File: src/rtl/inst_decode_stage.sv
// inst_decode_stage: RV32I decoder feeding a DEPTH-entry FIFO of decoded entries.
module inst_decode_stage #(
  parameter int XLEN  = 32,
  parameter int DEPTH = 2
) (
  input  logic                     clk,
  input  logic                     reset_n,
  input  logic                     flush,
  input  logic                     in_valid,
  output logic                     in_ready,
  input  logic [31:0]              in_inst,
  input  logic [XLEN-1:0]          in_pc,
  output logic                     out_valid,
  input  logic                     out_ready,
  output logic [4:0]               out_rs1,
  output logic [4:0]               out_rs2,
  output logic [4:0]               out_rd,
  output logic [6:0]               out_opcode,
  output logic [3:0]               out_func,
  output logic [XLEN-1:0]          out_imm,
  output logic [2:0]               out_fmt,
  output logic                     out_use_rs1,
  output logic                     out_use_rs2,
  output logic                     out_wr_rd,
  output logic                     out_illegal,
  output logic [XLEN-1:0]          out_pc,
  output logic [$clog2(DEPTH):0]   count
);
  localparam int AW = $clog2(DEPTH);
  localparam int CW = AW + 1;
  localparam logic [CW-1:0] FULL = CW'(DEPTH);
  typedef struct packed {
    logic [4:0]      rs1;
    logic [4:0]      rs2;
    logic [4:0]      rd;
    logic [6:0]      opcode;
    logic [3:0]      func;
    logic [XLEN-1:0] imm;
    logic [2:0]      fmt;
    logic            use_rs1;
    logic            use_rs2;
    logic            wr_rd;
    logic            illegal;
    logic [XLEN-1:0] pc;
  } ent_t;
  ent_t dec, head;
  ent_t mem [DEPTH];
  logic [AW-1:0] wp, rp;
  logic [31:0] i;
  logic [2:0] fmt;
  logic u1, u2, has_rd, push, pop;
  assign i = in_inst;
  always_comb begin
    case (i[6:0])
      7'b0110011:                                                 fmt = 3'd0;
      7'b0010011, 7'b0000011, 7'b1100111, 7'b0001111, 7'b1110011: fmt = 3'd1;
      7'b0100011:                                                 fmt = 3'd2;
      7'b1100011:                                                 fmt = 3'd3;
      7'b0110111, 7'b0010111:                                     fmt = 3'd4;
      7'b1101111:                                                 fmt = 3'd5;
      default:                                                    fmt = 3'd7;
    endcase
  end
  assign u1     = fmt inside {3'd0, 3'd1, 3'd2, 3'd3};
  assign u2     = fmt inside {3'd0, 3'd2, 3'd3};
  assign has_rd = fmt inside {3'd0, 3'd1, 3'd4, 3'd5};
  always_comb begin
    dec.rs1     = u1 ? i[19:15] : 5'd0;
    dec.rs2     = u2 ? i[24:20] : 5'd0;
    dec.rd      = has_rd ? i[11:7] : 5'd0;
    dec.opcode  = i[6:0];
    // func[0] only distinguishes sub/sra and srai from their siblings
    dec.func    = {fmt <= 3'd3 ? i[14:12] : 3'd0,
                   (fmt == 3'd0 || (i[6:0] == 7'b0010011 && i[13:12] == 2'b01)) ? i[30] : 1'b0};
    dec.imm     = fmt == 3'd1 ? XLEN'($signed(i[31:20])) :
                  fmt == 3'd2 ? XLEN'($signed({i[31:25], i[11:7]})) :
                  fmt == 3'd3 ? XLEN'($signed({i[31], i[7], i[30:25], i[11:8], 1'b0})) :
                  fmt == 3'd4 ? XLEN'($signed({i[31:12], 12'h000})) :
                  fmt == 3'd5 ? XLEN'($signed({i[31], i[19:12], i[20], i[30:21], 1'b0})) : '0;
    dec.fmt     = fmt;
    dec.use_rs1 = u1;
    dec.use_rs2 = u2;
    dec.wr_rd   = has_rd && i[11:7] != 5'd0;
    dec.illegal = fmt == 3'd7;
    dec.pc      = in_pc;
  end
  assign in_ready  = count < FULL;
  assign out_valid = count != '0;
  assign push      = in_valid && in_ready;
  assign pop       = out_valid && out_ready;
  always_ff @(posedge clk)
    if (push) mem[wp] <= dec;
  always_ff @(posedge clk or negedge reset_n)
    if (!reset_n) begin
      wp    <= '0;
      rp    <= '0;
      count <= '0;
    end else if (flush) begin
      wp    <= '0;
      rp    <= '0;
      count <= '0;
    end else begin
      if (push) wp <= wp + 1'b1;
      if (pop) rp <= rp + 1'b1;
      count <= count + CW'(push) - CW'(pop);
    end
  // storage is not reset; gating with out_valid keeps outputs zero when empty
  assign head        = out_valid ? mem[rp] : '0;
  assign out_rs1     = head.rs1;
  assign out_rs2     = head.rs2;
  assign out_rd      = head.rd;
  assign out_opcode  = head.opcode;
  assign out_func    = head.func;
  assign out_imm     = head.imm;
  assign out_fmt     = head.fmt;
  assign out_use_rs1 = head.use_rs1;
  assign out_use_rs2 = head.use_rs2;
  assign out_wr_rd   = head.wr_rd;
  assign out_illegal = head.illegal;
  assign out_pc      = head.pc;
endmodule

File: config.mk
export PLATFORM = sky130hd
export DESIGN_NAME = inst_decode_stage
export DESIGN_NICKNAME = d
export VERILOG_FILES = /design/src/rtl/inst_decode_stage.sv
export SDC_FILE = /design/constraint.sdc
export NUM_CORES = 1
export LEC_CHECK = 0
export CORE_ASPECT_RATIO = 1.5
export CORE_MARGIN = 4
export CORE_UTILIZATION = 55
export CTS_CLUSTER_SIZE = 28
export DETAILED_ROUTE_END_ITERATION = 16
export PLACE_DENSITY_LB_ADDON = 0.05
export SYNTH_ARGS = -nofsm -noshare
export SYNTH_HDL_FRONTEND = slang
export SYNTH_SLANG_ARGS = --single-unit
export TNS_END_PERCENT = 100
File: constraint.sdc
create_clock -name clk -period 9.35 [get_ports clk]
set_clock_uncertainty 0.05 [all_clocks]
set_input_delay 1.87 -clock clk [delete_from_list [all_inputs] [get_ports clk]]
set_output_delay 1.87 -clock clk [all_outputs]
set_load 0.01 [all_outputs]
-- Word level (Yosys, flattened, before mapping)
Memory sizes are Yosys's and may differ from the RTL's.
Cells that the tools add are included.
- bits in registers: 4
- bits in writable memories: 194
- input port bits: 69
- output and inout bits: 101
- logic and storage cells: 62
- memories kept: 1
- memory list (name ; words ; width ; rd ports ; clocked after Yosys merged registers in ; write ports ; RTL line ; text):
    mem ; 2 ; 97 ; 1 ; 0 ; 1 ; 47 ; ent_t mem [DEPTH];
- $add $sub $neg: 4
- order comparisons: 2
- eq/ne operators: 18
- mux-type cells: 19
- reductions and logical operators: 15
- operator list (kind ; number):
    two-way mux 32 bit ; 5
    two-way mux 97 bit ; 1
    == test 7 bit (second input constant) ; 4
    == test 7 x 6 -> 1 bit (second input constant) ; 3
    case mux 3 bit (6 select lines) ; 1
    two-way mux 5 bit ; 3
    == test 7 x 5 -> 1 bit (second input constant) ; 2
    == test 3 bit (second input constant) ; 3
    nonzero test 4 bit ; 2
    == test 7 x 2 -> 1 bit (second input constant) ; 1
    == test 7 x 4 -> 1 bit (second input constant) ; 1
    two-way mux 1 bit ; 7
    == test 3 x 2 -> 1 bit (second input constant) ; 2
    nonzero test 2 bit ; 3
    nonzero test 5 bit ; 1
    OR reduction 5 bit ; 1
    logical AND 1 bit ; 4
    == test 3 x 1 -> 1 bit (second input constant) ; 1
    <= comparator 3 x 2 -> 1 bit (second input constant) ; 1
    logical NOT 3 bit ; 1
    two-way mux 3 bit ; 1
    nonzero test 3 bit ; 1
    adder 1 bit (second input constant) ; 2
    adder 2 x 1 -> 2 bit ; 1
    other kinds (6) ; 6

-- Depth between registers and ports, before layout
- depth in word-level cells: 9
- depth in mapped cells: 9
- gate-level depth less buffers: 9

-- Worst setup path after synthesis
Ideal clock, no wire load.
- path type: input to register
- from: input port in_valid
- to: memory mem[0][0] in the netlist's numbering (enable)
- setup time: 0.554 ns
- data arrival time: 6.010 ns
- required time: 8.746 ns
- path slack: 2.737 ns
- stages: 2
- path buffers: 0
- cells stage by stage: nand2_1 nor2_1
- word-level cells in the longest chain between the ends: 3
- RTL lines (what ; RTL line ; text):
    start: declaration ; 9 ; input logic in_valid,
    logical AND 1 bit ; 89 ; assign push = in_valid && in_ready;
    two-way mux 1 bit ; 92 ; if (push) mem[wp] <= dec;
    two-way mux 1 bit (not written as such) ; 92 ;
    end: declaration ; 47 ;
Every way passes these cells.

-- Final worst setup path
- from: register rp
- to: output port out_imm[2]
- word-level cells in the longest chain between the ends: 2
- RTL lines (what ; RTL line ; text):
    start: declaration ; 48 ; logic [AW-1:0] wp, rp;
    start signal: assignment ; 104 ; if (pop) rp <= rp + 1'b1;
    memory (2 x 97 bit) ; -- ;
    two-way mux 97 bit ; 108 ; assign head = out_valid ? mem[rp] : '0;
    end: declaration ; 20 ; output logic [XLEN-1:0] out_imm,
Every way passes these cells.

==> flow_summary.toml <==
[worst_setup_path]
path_cells = "buf_4 > mux2i_1 > nor2_1 > clkdlybuf4s50_1"
crit_fanout = 50
cp_num_buf_inv = 2
critPathCapture = "out_imm[2]"
worstPathRequired_ps = 7430
criticalPathCategory = "reg -> out"
setup.worst_path.start = "rp"
reg2reg_setup_slack_ps = 6290
worst_setup_path_start_kind = "flip-flop"
critPathSlowestCell = "dfrtp_4"
regToRegEndpoint = "count[1]"
crit_family = "buffers and inverters"
worst-path-stages = 4
cpPeakStageDelay_ps = 990
crit-reg2reg-launch = "count[1]"
reg2reg_depth = 10
worstPathArrival_ps = 3200
crit_path_end_kind = "output pin"

[yosys]
ys_seq_area_frac = 0.717
synthCells = 562
syn_area_sq_um = 8260
syn_nets = 633
avgSynthCellArea_sq_um = 14.7
ys_types = 43
synth_area_leaders = "edfxtp_1 71%, mux2i_1 12%, nor2_1 5.0%"
synth_edf_count = 194
ys.flop_type = "edfxtp_1"
synth_top_area_frac = 0.705
synthArstFlopShare = 0.0202
yosysWarnings = 0
yosysTopAreaCell = "edfxtp_1"
ys_ff_latch = 198

[timing]
setup_viol = 0
fmax_ghz = 0.195
finalCritPeriodShare = 0.548
fin_ws_ps = 4230
slew_headroom = 0.438
tns_ps = 0
slew_violations = 0
layout_min_cycle_time_ps = 5120
rsz0062_at_grt = "no"
worst_pin_slew_ps = 843
final-hold-violation-count = 0

[cells_and_area]
final_common_cell = "edfxtp_1"
area_delta_synth_final_pct = 29.6
nets = 800
finish.instance_area_sq_um = 10700
utilization = 0.730
layout-drive-gt1-share = 0.0741
diodes = 0
final_cell_mix = "194 x edfxtp_1, 169 x clkdlybuf4s50_1, 109 x nor2_1, 97 x mux2i_1, 30 x nand2_1"

[route]
drtAntennaViolNets = 0
detail_route.drc_violations = 0
dr.pass1.iters = 7
wirelength_mm = 17.0
vias = 4956
drt_iter0_drc = 218
via_per_inst = 5.28
wl_per_cell_um = 18.1

[status]
outcome = "finished, final reports clean"

[clock_network]
clock_sinks = 198
cts_hold_buf = 0
worstSkewPairLatency_ps = 420
cts-root-buf = "clkbuf_16"
clock_path_buffers = 2
clk_pin_slew_ps = 70
numCtsBuffers = 17
h-tree-depth = 4
ctsResizeCount = 0
cts_tree = "done"
postCtsSetupRepairBufs = 0

[global_routing]
grt.total_usage = 0.202
grt_pass1_vias = 5129
gr-usage-met3 = 0.0534
grt-ovfl-total = 0
grtUsageMet1 = 0.225
antenna_found_initial = 0
grt_pass1_wl_mm = 25.9
grt_max_degree = 71
grtUsageMet2 = 0.375
grt-busiest-layer = "met2"

[place]
place.gp.congestion = 0.838
port_buffers = 169
dp_slack_ps = 4620
dpl_cell_area_sq_um = 10100
dp_hpwl_mm = 11.6

[die]
fp.dieArea_sq_um = 17100
design.core.area_sq_um = 14700
die_h_um = 158
placementRows = 54
ios = 170
fp.dieW_um = 108
start_util = 0.563

[pwr]
powerDensity_nw_per_um2 = 262
p_leak_nw = 3.71
totalPowerFinal_mw = 2.81
ir_drop_uv = 155

[run]
maxCapViolCount = 0

[worst_hold_path]
hp-class = "reg -> reg"
[metrics by stage]
| step | hold slack (ps) | std cells |
|---|---|---|
| floorplan | 470 | 562 |
| global placement | 565 | 906 |
| global route | 655 | 938 |
| finish | 609 | 938 |
| detailed placement | 598 | 906 |
| CTS | 627 | 938 |
[where the power goes]
group	total (mW)	internal (mW)	leakage, nW	switching [mW]
clock	0.692	0.371	0.276	0.320
combinational	0.898	0.453	1.55	0.445
sequential	1.22	1.14	1.88	0.0754
[synth_stat cells (2+ instances only)]
| library cell | n |
|---|---|
| inv_1 | 8 |
| nand3_1 | 2 |
| a21oi_4 | 2 |
| a21o_1 | 10 |
| a21oi_1 | 9 |
| buf_4 | 2 |
| nand2b_1 | 3 |
| buf_1 | 3 |
| edfxtp_1 | 194 |
| o21ai_0 | 4 |
| and2_1 | 26 |
| a22o_1 | 4 |
| buf_6 | 2 |
| xnor2_1 | 3 |
| mux2i_1 | 97 |
| nor3_1 | 4 |
| nor2_1 | 111 |
| nand2_1 | 30 |
| clkbuf_1 | 8 |
| buf_2 | 12 |
| nor2_2 | 2 |
| ha_1 | 2 |
| dfrtp_1 | 4 |
[worst min path at each step]
| stage | from | to | slack [ps] | cells past startpoint |
|---|---|---|---|---|
| floorplan | wp | wp | 470 | 2 |
| global placement | wp | wp | 560 | 2 |
| detailed placement | wp | wp | 600 | 2 |
| CTS | wp | wp | 630 | 2 |
| global route | wp | wp | 650 | 2 |
| finish | wp | wp | 610 | 2 |
[routing by layer]
metal | vias to the layer above | part of all wire
met1 | 2378 | 0.37
met4 | 0 | 0.014
met3 | 16 | 0.067
met2 | 178 | 0.55
met5 | - | 0
li1 | 2384 | -
[logic make-up (layout without fill, tap and decap cells)]
| group | Yosys count | after routing | synth area share |
|---|---|---|---|
| simple gates | 188 | 188 | 0.102 |
| fa+ha+maj | 2 | 2 | 0.00303 |
| xor+xnor | 4 | 4 | 0.00424 |
| flops | 198 | 198 | 0.717 |
| buf+inv | 35 | 215 | 0.0205 |
| mux | 97 | 97 | 0.118 |
| compound gates | 38 | 38 | 0.0354 |
[flip-flops by register name, indices dropped and copies added (netlist names)]
register,count
count,2
mem,194
rp,1
wp,1
[layout make-up]
class	count	area, sq um
Clock buffer	20	467
Tap cell	196	245
Fill cell	990	3960
Multi-Input combinational cell	329	2180
Sequential cell	198	5930
Inverter	8	30.0
Timing Repair Buffer	175	1740
Clock inverter	12	109
[worst min-delay path, delay by kind of cell, from the launching register on]
family                    cells  cell delay (ps)
DFF                           1              440
and+or+nand+nor               1               90
xor gates and xnor gates      1              100
(Power assumes the default switching activity.)
